$ cat src/rtl/urv_mulh_seq.sv
// Iterative 32x32->64 multiplier for RV32M MUL/MULH/MULHSU/MULHU.
// Operands are reduced to magnitudes, multiplied G bits per cycle, then sign-corrected.
module urv_mulh_seq #(
   parameter int G_BITS_PER_CYCLE = 1
) (
   input  logic        clk_i,
   input  logic        rst_n_i,
   input  logic        start_i,
   input  logic        kill_i,
   input  logic [31:0] d_rs1_i,
   input  logic [31:0] d_rs2_i,
   input  logic [2:0]  d_fun_i,
   output logic        busy_o,
   output logic        stall_req_o,
   output logic        valid_o,
   output logic [31:0] result_o
);

   // state | meaning
   // IDLE  | waiting for start_i; operands latched on accept
   // CALC  | N shift-add iterations on magnitudes, counter N-1..0
   // FIXUP | negate the 64-bit product if the signs differ
   // DONE  | valid_o pulse, result word presented and held
   typedef enum logic [1:0] {
      S_IDLE  = 2'd0,
      S_CALC  = 2'd1,
      S_FIXUP = 2'd2,
      S_DONE  = 2'd3
   } state_t;

   localparam int G = G_BITS_PER_CYCLE;
   localparam int N = 32 / G;

   state_t      state_q, state_d;
   logic [4:0]  cnt_q;
   logic [63:0] p_q;
   logic [31:0] m_q;
   logic        neg_q;
   logic [2:0]  fun_q;
   logic [31:0] result_q;

   logic        accept;
   logic        s1, s2;
   logic [31:0] mag1, mag2;
   logic [31+G:0] hi;

   assign accept = (state_q == S_IDLE) && start_i && !kill_i;
   assign s1     = (d_fun_i == 3'b001) || (d_fun_i == 3'b010);
   assign s2     = (d_fun_i == 3'b001);
   // 0x80000000 negates to itself, which reads correctly as 2^31 unsigned
   assign mag1   = (s1 && d_rs1_i[31]) ? (~d_rs1_i + 32'd1) : d_rs1_i;
   assign mag2   = (s2 && d_rs2_i[31]) ? (~d_rs2_i + 32'd1) : d_rs2_i;

   assign hi = {{G{1'b0}}, p_q[63:32]} +
               ({{G{1'b0}}, m_q} * {{32{1'b0}}, p_q[G-1:0]});

   always_comb begin
      state_d = state_q;
      case (state_q)
         S_IDLE:  if (accept) state_d = S_CALC;
         S_CALC: begin
            if (kill_i)              state_d = S_IDLE;
            else if (cnt_q == 5'd0)  state_d = S_FIXUP;
         end
         S_FIXUP: state_d = kill_i ? S_IDLE : S_DONE;
         S_DONE:  state_d = S_IDLE;
         default: state_d = S_IDLE;
      endcase
   end

   assign busy_o      = (state_q != S_IDLE);
   assign stall_req_o = busy_o || (start_i && !kill_i);
   assign valid_o     = (state_q == S_DONE) && !kill_i;
   // a killed DONE never reaches result_o, so the held word stays from the last good op
   assign result_o    = valid_o ? ((fun_q == 3'b000) ? p_q[31:0] : p_q[63:32]) : result_q;

   always_ff @(posedge clk_i or negedge rst_n_i) begin
      if (!rst_n_i) begin
         state_q  <= S_IDLE;
         cnt_q    <= 5'd0;
         p_q      <= 64'd0;
         m_q      <= 32'd0;
         neg_q    <= 1'b0;
         fun_q    <= 3'd0;
         result_q <= 32'd0;
      end else begin
         state_q <= state_d;
         case (state_q)
            S_IDLE: begin
               if (accept) begin
                  fun_q <= d_fun_i;
                  neg_q <= (s1 & d_rs1_i[31]) ^ (s2 & d_rs2_i[31]);
                  m_q   <= mag1;
                  p_q   <= {32'd0, mag2};
                  cnt_q <= 5'(N - 1);
               end
            end
            S_CALC: begin
               p_q   <= {hi, p_q[31:G]};
               cnt_q <= cnt_q - 5'd1;
            end
            S_FIXUP: begin
               if (neg_q) p_q <= ~p_q + 64'd1;
            end
            S_DONE: begin
               if (valid_o) result_q <= result_o;
            end
            default: ;
         endcase
      end
   end

endmodule
$ cat config.mk
export PLATFORM = sky130hd
export DESIGN_NAME = urv_mulh_seq
export DESIGN_NICKNAME = d
export VERILOG_FILES = /design/src/rtl/urv_mulh_seq.sv
export SDC_FILE = /design/constraint.sdc
export NUM_CORES = 1
export LEC_CHECK = 0
export ABC_AREA = 1
export CAP_MARGIN = 10
export CORE_MARGIN = 5
export CORE_UTILIZATION = 65
export DETAILED_ROUTE_END_ITERATION = 6
export DONT_BUFFER_PORTS = 1
export PLACE_DENSITY = 0.84
export RECOVER_POWER = 25
export SLEW_MARGIN = 20
export SYNTH_ARGS = -nofsm -noshare
export SYNTH_HDL_FRONTEND = slang
export SYNTH_SLANG_ARGS = --single-unit
export TNS_END_PERCENT = 30
$ cat constraint.sdc
create_clock -name clk_i -period 4.5 [get_ports clk_i]
set_input_delay 0.675 -clock clk_i [delete_from_list [all_inputs] [get_ports clk_i]]
set_output_delay 0.675 -clock clk_i [all_outputs]
set_load 0.02 [all_outputs]
# After elaboration in Yosys (flattened, before gate mapping)
# Cells that the tools add are included.
# Widths: inputs -> output; s select.
[totals]
regBits = 139
out_inout_bits = 35
in_bits = 71
word_cells = 61
[op_classes]
add_sub_neg = 5
n_mul = 1
n_bitwise = 6
n_mux = 14
eq_ne = 8
n_reduce_logical = 20
[ops]
columns = ["operator", "n"]
rows = [
  ["$pmux 64 s3", 1],
  ["$mux 32", 4],
  ["$mux 64", 2],
  ["$add 32x1->32 const B", 2],
  ["$add 64x1->64 const B", 1],
  ["$not 32->32", 2],
  ["$not 64->64", 1],
  ["$add 32x33->33", 1],
  ["$mul 32x1->33", 1],
  ["$pmux 5 s2", 1],
  ["$mux 2", 4],
  ["$pmux 2 s4", 1],
  ["$reduce_and 2->1", 4],
  ["$logic_and 1x1->1", 6],
  ["$logic_not 5->1", 1],
  ["$mux 5", 1],
  ["$sub 5x1->5 const B", 1],
  ["$eq 2x2->1 const B", 2],
  ["$ne 2x2->1 const B", 2],
  ["$reduce_bool 2->1", 2],
  ["$eq 3x1->1 const B", 1],
  ["$eq 3x2->1 const B", 1],
  ["$logic_not 3->1", 1],
  ["$ne 3x3->1 const B", 1],
  ["8 further kinds", 10],
]

# Longest topological paths before layout
[depth]
word_depth = 5
mapped_depth = 20
ltp_nobuf = 18

# Least setup slack after synthesis
# No wires, ideal clock.
[synth_timing]
kind = "input to output"
startpoint = "input kill_i"
endpoint = "output result_o[10]"
path_slack_ns = 2.136
cell_stages = 4
arrival_ns = 1.689
required_time_ns = 3.825
path_cell_list = "nor2_1 clkbuf_1 nor2_1 a31oi_1"
[synth_via]
elab_chain_cells = 3
[synth_lines]
columns = ["element", "line", "rtl"]
rows = [
  ["from (decl)", "9", "input logic kill_i,"],
  ["$logic_not 1->1", "73", "assign valid_o = (state_q == S_DONE) && !kill_i;"],
  ["$logic_and 1x1->1", "73", ""],
  ["$mux 32", "75", "assign result_o = valid_o ? ((fun_q == 3'b000) ? p_q[31:0] : p_q[63:32]) : result_q;"],
  ["to (decl)", "16", "output logic [31:0] result_o"],
]
# No other way between the ends.

# Final worst setup path
[layout_timing]
startpoint = "register fun_q[1]"
endpoint = "output result_o[0]"
[layout_via]
elab_chain_cells = 3
[layout_lines]
columns = ["element", "line", "rtl"]
rows = [
  ["from (decl)", "39", "logic [2:0] fun_q;"],
  ["from (signal assigned)", "91", "fun_q <= d_fun_i;"],
  ["$logic_not 3->1", "75", ""],
  ["$mux 32 (2 in series)", "75", ""],
]
# No other way between the ends.

==> summary.md <==
| Metric | Value |
|---|---|
| Area leader, netlist | dfrtp_1 |
| Worst Tran Pin Value | around 950 ps |
| Setup_tns | 0 ps |
| Initial core utilization | 0.664 |
| Gr ovfl total | 0 |
| Global Route Usage Sum | 0.387 |
| Clock latency on the worst-skew pair | 440 ps |
| Vias in the first global route | about 13000 |
| Yosys warning count | 0 |
| Flops & latches, synth | between 100 and 150 |
| Synth cell types | 53 |
| Sequential share of the synthesized area | 0.267 |
| Crit Path Class | reg -> out |
| Worst ir drop on vdd | between 0.8 and 0.9 mV |
| Num ports | about 110 |
| Post-synthesis simple-gate area fraction | 0.432 |
| Die Y | roughly 150 um |
| Clock Pin Slew Worst Setup and Hold Paths | approximately 70 ps |
| Total of max-cap violations | 0 |
| Critical Path RT | between 3000 and 4000 ps |
| Root buffer cell | clkbuf_16 |
| Post-Synth Adder-Cell Area | 0.0429 |
| Die W | between 150 and 200 um |
| Ratio of cells with drive above 1 in the final layout | 0.0574 |
| DR vias | around 15000 |
| Pin count of the biggest net entering global routing | between 100 and 150 |
| Post-DP HPWL | approximately 34000 um |
| Placed cells | ~2400 |
| RSZ-0062 raised after global routing | no |
| Ys async rst share | 1.00 |
| Top post-synthesis cells by area | dfrtp_1, nand2_1, nor2_1, inv_1, nand3_1 |
| Remaining DRCs | 0 |
| CP arrival | 2710 ps |
| Final ANT Viol Nets | 0 |
| Sink Count | ~140 |
| Critical path fanouts, max | 33 |
| H-tree Lvls | 4 |
| Port bufs | 0 |
| Compound-cell area share of the yosys netlist | 0.138 |
| # diodes | 0 |
| DRT Pass-1 Iters | 6 |
| Status | finished clean |
| Cells after Synth | roughly 2200 |
| Final Max Tran Viols | 0 |
| 1st-iter DRT viols | 1781 |
| CTS tree | yes |
| First-pass GRT wire length | about 70000 um |
| Clock skew | approximately 9 ps |
| Number of flops mapped to enable cells by yosys | 0 |
| Worst R2R Setup Slack | approximately 1300 ps |
| Area Overhead vs Synth | 5.68% |
| # nets final | about 2300 |
| Worst hold-check path type | in -> async |
| Hold WS | about 180 ps |
| Design area | approximately 14000 um^2 |
| Setup crit end kind | output port |
| Slew Limit Headroom | 0.362 |
| Vias/cell | about 6 |
| Lkg Pwr | around 7 nW |
| Die ar. | between 20000 and 25000 um^2 |
| Worst Setup Start Kind | flip-flop |
| Cell with the most instances after synthesis | nand2_1 |
| Layout Cells excl Fill | ~2400 |
| RePlAce Congestion | between 1 and 1.5 |
| Final Util | 0.702 |
| Post-synth top area share | 0.267 |
| Routed WL | between 40000 and 50000 um |
| Fmax | around 0.3 GHz |
| Commonest cells post-synth | nand2_1, nor2_1, inv_1, nand3_1, dfrtp_1 |
| Syn nets | around 2300 |
| Area of the mapped netlist | between 10000 and 15000 um^2 |
| Reg-to-Reg End | p_q[18]$_DFFE_PN0P_ |
| Final Hold Fails | 0 |
| Setup repair bufs after CTS | 0 |
| Post-synthesis mux area share | 0 |
| Worst R2R Start | state_q[0]$_DFFE_PN0P_ |
| Tcrit/Tclk final | 0.753 |
| Xor/xnor cell area share of the yosys netlist | 0.0155 |
| Number of buffers created by CTS | 17 |
| Clock tree buffer depth | 2 |
| Core Region | about 20000 um^2 |
| Top FF cell, synth | dfrtp_1 |
| Final setup viols | 0 |
| Power Dens Cells | 751 nW/um^2 |
| Wire per inst | 18.0 um |
| Post-synthesis average cell area | ~5.9 um^2 |
| Initial antenna violation count | 0 |
| DP Area | 13200 um^2 |
| Reg2reg path depth | 13 |
| Largest family of logic cells by synthesized area | simple AND/OR/NAND/NOR gates |
| Final min period | 3390 ps |
| Cell row count | 51 |
==> timing repair <==
| item | 4_1_cts | 5_1_grt |
|---|---|---|
| hold buffers | 1 | 0 |
| hold endpoints to repair | 139 | 0 |
| resized for setup | 0 | 0 |
==> through the flow <==
stage / power [mW] / setup slack (ps)
after floorplan: 7.01 / 2140
after global placement: 8.53 / 1460
after detailed placement: 8.67 / 1380
after CTS: 10.1 / 1240
after global routing: 11.1 / 973
final: 10.3 / 1110
==> critical path, stage by stage (launching register included) <==
cell and delay [ps]:
dfrtp_1 370, nor3_2 60, buf_4 240, inv_1 740, nand2_1 180, a31oi_1 650
==> area by class of cell <==
type	instances	area (um^2)
flip-flops and latches	139	3480
multi-input cells	1710	8190
clock inverters	14	139
clock buffers	18	429
fillers	1830	5840
inverters	289	1090
repair buffers	8	92.6
well taps	265	332
==> power by group <==
group	total (mW)	switching, mW	leakage (nW)	internal [mW]
sequential	2.79	0.919	1.71	1.87
combinational	6.13	4.33	5.04	1.80
clock	1.40	0.626	0.269	0.773
total	10.3	5.88	7.02	4.45
==> flip-flops by register name, summed over array words and instances, names as in the netlist <==
signal,cells
p_q,64
m_q,32
result_q,32
cnt_q,5
fun_q,3
state_q,2
neg_q,1
==> layout by cell type (no fill, tap or decap), drive strengths merged, types with 2 or more instances in the layout <==
cell type	netlist	routed
a21oi	90	90
a31oi	70	70
and2	2	2
buf	27	8
clkbuf	34	18
clkinv	5	9
clkinvlp	0	4
dfrtp	139	139
ha	43	43
inv	284	289
nand2	760	760
nand3	177	177
nand3b	14	14
nand4	16	16
nor2	305	305
nor3	26	26
nor4	2	2
o211ai	9	9
o21ai	133	133
o21bai	5	5
o221ai	2	2
o22ai	6	6
o31ai	3	3
or2	16	16
xnor2	6	6
xor2	17	17
==> logic make-up (layout without fill, tap and decap cells) <==
logic type | count (synthesis) | count (layout)
adder cells (fa/ha/maj) | 44 | 44
XOR/XNOR | 23 | 23
AO/OA/AOI/OAI | 323 | 323
buffers and inverters | 350 | 329
AND/OR/NAND/NOR | 1320 | 1320
flip-flops | 139 | 139
==> worst max-delay path by stage <==
stage | start | to | cells past startpoint | slack [ps]
floorplan | kill_i | result_o[10] | 4 | 2140
global placement | state_q[0]$_DFFE_PN0P_ | p_q[30]$_DFFE_PN0P_ | 12 | 1460
detailed placement | state_q[0]$_DFFE_PN0P_ | p_q[18]$_DFFE_PN0P_ | 13 | 1380
CTS | fun_q[1]$_DFFE_PN0P_ | result_o[0] | 5 | 1240
global route | fun_q[1]$_DFFE_PN0P_ | result_o[0] | 5 | 970
finish | fun_q[1]$_DFFE_PN0P_ | result_o[0] | 5 | 1110
==> metal layers <==
metal  track usage  vias to the layer above  routed length, um
li1              -                     6994                  -
met1         0.538                     6619              17900
met2         0.581                      835              18700
met3        0.0910                      143               5480
met4         0.158                        0               1800
met5             0                        -                  0
No activity file was read; power rests on OpenSTA's default activity.
